===== src/rtl/run_length_tx_if.sv =====
// Symbol handshake and serial output bundle for run_length_tx.
// master drives symbols in and observes the stream; slave is the transmitter.
interface run_length_tx_if #(
   parameter int LEN_W = 4
);
   logic             in_valid;
   logic             in_ready;
   logic             in_bit;
   logic [LEN_W-1:0] in_len;
   logic             x;
   logic             x_active;
   logic             done;
   logic             len_err;

   modport master (
      output in_valid, in_bit, in_len,
      input  in_ready, x, x_active, done, len_err
   );

   modport slave (
      input  in_valid, in_bit, in_len,
      output in_ready, x, x_active, done, len_err
   );
endinterface


===== src/rtl/run_length_tx.sv =====
// Serial run-length transmitter: plays (bit, length) symbols as runs of identical bits,
// with a one-entry holding register so back-to-back symbols stream without a gap.
module run_length_tx #(
   parameter int LEN_W    = 4,
   parameter bit IDLE_BIT = 1'b0
) (
   input logic            clk,
   input logic            reset,
   run_length_tx_if.slave bus
);
   typedef enum logic {IDLE = 1'b0, SEND = 1'b1} state_e;

   state_e           state_q, state_d;
   logic [LEN_W-1:0] rem_q, rem_d;
   logic             hold_valid_q, hold_valid_d;
   logic             hold_bit_q, hold_bit_d;
   logic [LEN_W-1:0] hold_len_q, hold_len_d;
   logic             x_q, x_d;
   logic             x_active_q, x_active_d;
   logic             done_q, done_d;
   logic             len_err_q, len_err_d;

   logic             accept;
   logic             take_in;
   logic             slot_free;
   logic             load;
   logic             load_bit;
   logic [LEN_W-1:0] load_len;

   // Zero-length symbols complete the handshake but never become a run.
   assign accept    = bus.in_valid && !hold_valid_q;
   assign take_in   = accept && (bus.in_len != '0);
   assign slot_free = (state_q == IDLE) || (rem_q == LEN_W'(1));
   assign load      = slot_free && (hold_valid_q || take_in);
   assign load_bit  = hold_valid_q ? hold_bit_q : bus.in_bit;
   assign load_len  = hold_valid_q ? hold_len_q : bus.in_len;

   always_ff @(posedge clk or posedge reset) begin
      if (reset) begin
         state_q      <= IDLE;
         rem_q        <= '0;
         hold_valid_q <= 1'b0;
         x_q          <= IDLE_BIT;
         x_active_q   <= 1'b0;
         done_q       <= 1'b0;
         len_err_q    <= 1'b0;
      end else begin
         state_q      <= state_d;
         rem_q        <= rem_d;
         hold_valid_q <= hold_valid_d;
         x_q          <= x_d;
         x_active_q   <= x_active_d;
         done_q       <= done_d;
         len_err_q    <= len_err_d;
      end
   end

   // Held payload is only meaningful while hold_valid_q is set.
   always_ff @(posedge clk) begin
      hold_bit_q <= hold_bit_d;
      hold_len_q <= hold_len_d;
   end

   always_comb begin
      state_d      = state_q;
      rem_d        = rem_q;
      hold_valid_d = hold_valid_q;
      hold_bit_d   = hold_bit_q;
      hold_len_d   = hold_len_q;
      if (slot_free) begin
         if (load) begin
            state_d      = SEND;
            rem_d        = load_len;
            hold_valid_d = 1'b0;
         end else begin
            state_d = IDLE;
            rem_d   = '0;
         end
      end else begin
         rem_d = rem_q - LEN_W'(1);
      end
      if (take_in && !slot_free) begin
         hold_valid_d = 1'b1;
         hold_bit_d   = bus.in_bit;
         hold_len_d   = bus.in_len;
      end
   end

   always_comb begin
      x_d        = x_q;
      x_active_d = x_active_q;
      done_d     = 1'b0;
      len_err_d  = accept && (bus.in_len == '0);
      if (load) begin
         x_d        = load_bit;
         x_active_d = 1'b1;
      end else if (slot_free) begin
         x_d        = IDLE_BIT;
         x_active_d = 1'b0;
         done_d     = (state_q == SEND);
      end
   end

   assign bus.in_ready = !hold_valid_q;
   assign bus.x        = x_q;
   assign bus.x_active = x_active_q;
   assign bus.done     = done_q;
   assign bus.len_err  = len_err_q;
endmodule


===== src/flat_wrapper.sv =====
// flat-port wrapper written by rule: the top's interface ports become plain ports
module run_length_tx_flat 
#(
   parameter int LEN_W    = 4,
   parameter bit IDLE_BIT = 1'b0
)
  (clk, reset, bus_in_valid, bus_in_bit, bus_in_len, bus_in_ready, bus_x, bus_x_active, bus_done, bus_len_err);
  run_length_tx_if #(.LEN_W(LEN_W)) bus_i ();
  input logic clk;
  input logic reset;
  input wire logic [$bits(bus_i.in_valid)-1:0] bus_in_valid;
  input wire logic [$bits(bus_i.in_bit)-1:0] bus_in_bit;
  input wire logic [$bits(bus_i.in_len)-1:0] bus_in_len;
  output wire logic [$bits(bus_i.in_ready)-1:0] bus_in_ready;
  output wire logic [$bits(bus_i.x)-1:0] bus_x;
  output wire logic [$bits(bus_i.x_active)-1:0] bus_x_active;
  output wire logic [$bits(bus_i.done)-1:0] bus_done;
  output wire logic [$bits(bus_i.len_err)-1:0] bus_len_err;
  assign bus_i.in_valid = bus_in_valid;
  assign bus_i.in_bit = bus_in_bit;
  assign bus_i.in_len = bus_in_len;
  assign bus_in_ready = bus_i.in_ready;
  assign bus_x = bus_i.x;
  assign bus_x_active = bus_i.x_active;
  assign bus_done = bus_i.done;
  assign bus_len_err = bus_i.len_err;
  run_length_tx #(.LEN_W(LEN_W), .IDLE_BIT(IDLE_BIT)) u_core (.clk(clk), .reset(reset), .bus(bus_i));
endmodule

===== config.mk =====
export PLATFORM = sky130hd
export DESIGN_NAME = run_length_tx_flat
export DESIGN_NICKNAME = d
export VERILOG_FILES = /design/src/rtl/run_length_tx_if.sv /design/src/rtl/run_length_tx.sv /design/src/flat_wrapper.sv
export SDC_FILE = /design/constraint.sdc
export NUM_CORES = 1
export LEC_CHECK = 0
export CORE_UTILIZATION = 48
export CTS_CLUSTER_DIAMETER = 120
export DETAILED_ROUTE_END_ITERATION = 8
export PLACE_DENSITY = 0.86
export SYNTH_ARGS = -nofsm -noshare
export SYNTH_HDL_FRONTEND = slang
export SYNTH_SLANG_ARGS = --single-unit

===== constraint.sdc =====
create_clock -name clk -period 2.1 [get_ports clk]
set_input_delay 0.42 -clock clk [delete_from_list [all_inputs] [get_ports clk]]
set_output_delay 0.42 -clock clk [all_outputs]
set_load 0.01 [all_outputs]

==> reports/summary.txt <==
Detail Route Antenna Nets - 0
Port Buffer Count - 12
Syn Area/Cell - 12.5 um^2
TritonCTS clock tree - done
F_max - 558 MHz
#FFs+latches synth - 15
RSZ-0062 raised after global routing - false
Post-CTS sizing - 0
Vias in the first global route - 403
Final period utilization - 85.3%
Sequential cell area fraction in the yosys report - 60.4%
Worst path required time - 1680 ps
Fin crit period - 1790 ps
Setup TNS - 0 ps
Chip width - 39.2 um
Crit. End Element - primary output
Num CTS Buffers - 3
Share of layout cells above drive strength 1 - 13.0%
Starting Density - 51.6%
Critical path class - reg2out
Setup Viol. Count Final - 0
Max-slew violations - 0
Slew headroom - 75.5%
Vias - 446
Hold_buf cts - 0
Crit path arrival time - 1370 ps
Final-report hold violation count - 0
Nets - 80
P per Cell Area - 1130 nW/um^2
Post-DP HPWL - 796 um
Worst path bufs/invs - 2
Vias per std cell - 5.31
Kind of cell adding the most delay to the critical path - buffers and inverters
CORE AREA - 1280 um^2
Multi-input logic area - 239 um^2
Crit path max fanout - 10
Antenna violations before repair - 0
Initial DRC count - 12
First-pass GRT wire length - 1680 um
Maximum VDD drop - 0.566 mV
Sequential Area - 400 um^2
Most frequent cells in the layout - 12 x clkdlybuf4s50_1, 10 x dfrtp_1, 5 x edfxtp_1
Post-CTS Setup Inserts - 0
Critical-path top delay cell - clkdlybuf4s50_1
Clock Sinks - 15
H-tree depth - 1
Gate Count Post-Synth - 53
Drt wl/cell - 12.0 um
Routability congestion estimate - 0.743
Die area - 1530 um^2
MaxCap Viol Count - 0
Netlist cell types - 23
Synthesized net count - 63
Pre-antenna DRT Iters - 4
Largest net degree at the start of global routing - 11
Fill count - 101
Crit path cell chain - inv_1, clkdlybuf4s50_1
# rows - 13
Ys Warns - 0
N_diodes - 0
Clk buf depth - 2
Clock Latency Late Sink - 280 ps
Clock Tree Root - clkbuf_4
Clock transition at the registers of the reported paths - 80 ps
Hold Crit Class - in2async
Layout overhead on the synthesized area - 25.8%
Leak - 0.347 nW
Commonest non-fill, non-tap cell in the layout - clkdlybuf4s50_1
Status - finished clean
Startpoint Class - flop
Die Y - 39.2 um
WL final - 1010 um
Global route overflow - 0
Post-Syn Area - 663 um^2
Total power draw - 0.939 mW
IO Count - 13
Drt drc - 0
Total track usage - 18.1%
Max incr delay on CP - 530 ps
Clk_skew - 0.607 ps
Worst Max-Slew Pin Slew - 367 ps
registers in the layout, indices dropped and copies added (netlist names):
name,count
u_core.hold_len_q,4
u_core.rem_q,4
u_core.bus.done,1
u_core.bus.len_err,1
u_core.bus.x,1
u_core.bus.x_active,1
u_core.hold_bit_q,1
u_core.hold_valid_q,1
u_core.state_q,1
final cells by class:
cell class / instances / area share [%]
sequential: 15 / 48.0
multi-input combinational: 32 / 28.6
timing repair buffer: 14 / 16.2
clock buffer: 4 / 3.15
tap: 15 / 2.25
inverter: 4 / 1.80
cells in the mapped netlist (all sizes together):
cell / count / area (um^2)
ha: 2 / 25.0
xor2: 1 / 8.76
nor2: 3 / 11.3
o21ai: 1 / 5.00
inv: 4 / 15.0
nand2: 4 / 15.0
o311ai: 1 / 8.76
a21oi: 2 / 10.0
a32o: 1 / 10.0
nand2b: 2 / 12.5
buf: 1 / 5.00
edfxtp: 5 / 150
and3: 1 / 6.26
clkbuf: 1 / 3.75
a22oi: 4 / 30.0
nor2b: 1 / 6.26
or4: 1 / 11.3
mux2i: 2 / 20.0
dfrtp: 10 / 250
nor3b: 3 / 22.5
mux2: 2 / 26.3
or4b: 1 / 10.0
path summary, 6_finish.rpt:
check	depth (start not counted)	start	slack [ps]	end
max reg2reg	5	u_core.rem_q[1]	350	u_core.rem_q[2]
max	2	u_core.hold_valid_q	310	bus_in_ready
min	2	reset	400	u_core.bus.x_active
max in group asynchronous	2	reset	1440	u_core.rem_q[2]
min in group clk	1	u_core.state_q	500	u_core.rem_q[3]
min reg2reg	1	u_core.state_q	500	u_core.rem_q[3]
power by group:
part / total, mW / internal, mW / switching (mW)
logic: 0.328 / 0.190 / 0.138
registers: 0.448 / 0.385 / 0.0627
clock network: 0.163 / 0.0738 / 0.0896
layer usage:
| metal | vias up | GRT usage (%) | wire [um] |
|---|---|---|---|
| met5 | - | 0 | 0 |
| met4 | 0 | 15.5 | 34 |
| met3 | 5 | 5.20 | 52 |
| met2 | 16 | 25.4 | 474 |
| met1 | 201 | 22.3 | 446 |
| li1 | 224 | - | - |
kinds of logic after synthesis:
kind of cell | count (synthesis) | share of synthesized area [%]
muxes | 4 | 6.98
and+or+nand+nor | 16 | 14.3
AOI/OAI and AO/OA | 9 | 9.62
DFF | 15 | 60.4
buffers and inverters | 6 | 3.58
adders and majority gates | 2 | 3.77
xor gates and xnor gates | 1 | 1.32
stage by stage:
step	setup slack [ps]	std cells	utilization, %	instance area (um^2)	hold slack (ps)
after detailed placement	12.6	80	62.9	808	494
after global placement	54.3	80	62.9	808	481
final	309	84	64.9	835	397
after floorplan	470	53	-	663	260
after CTS	303	84	64.9	835	407
after global routing	240	84	64.9	835	458
Power figures use the tool's default switching activity.
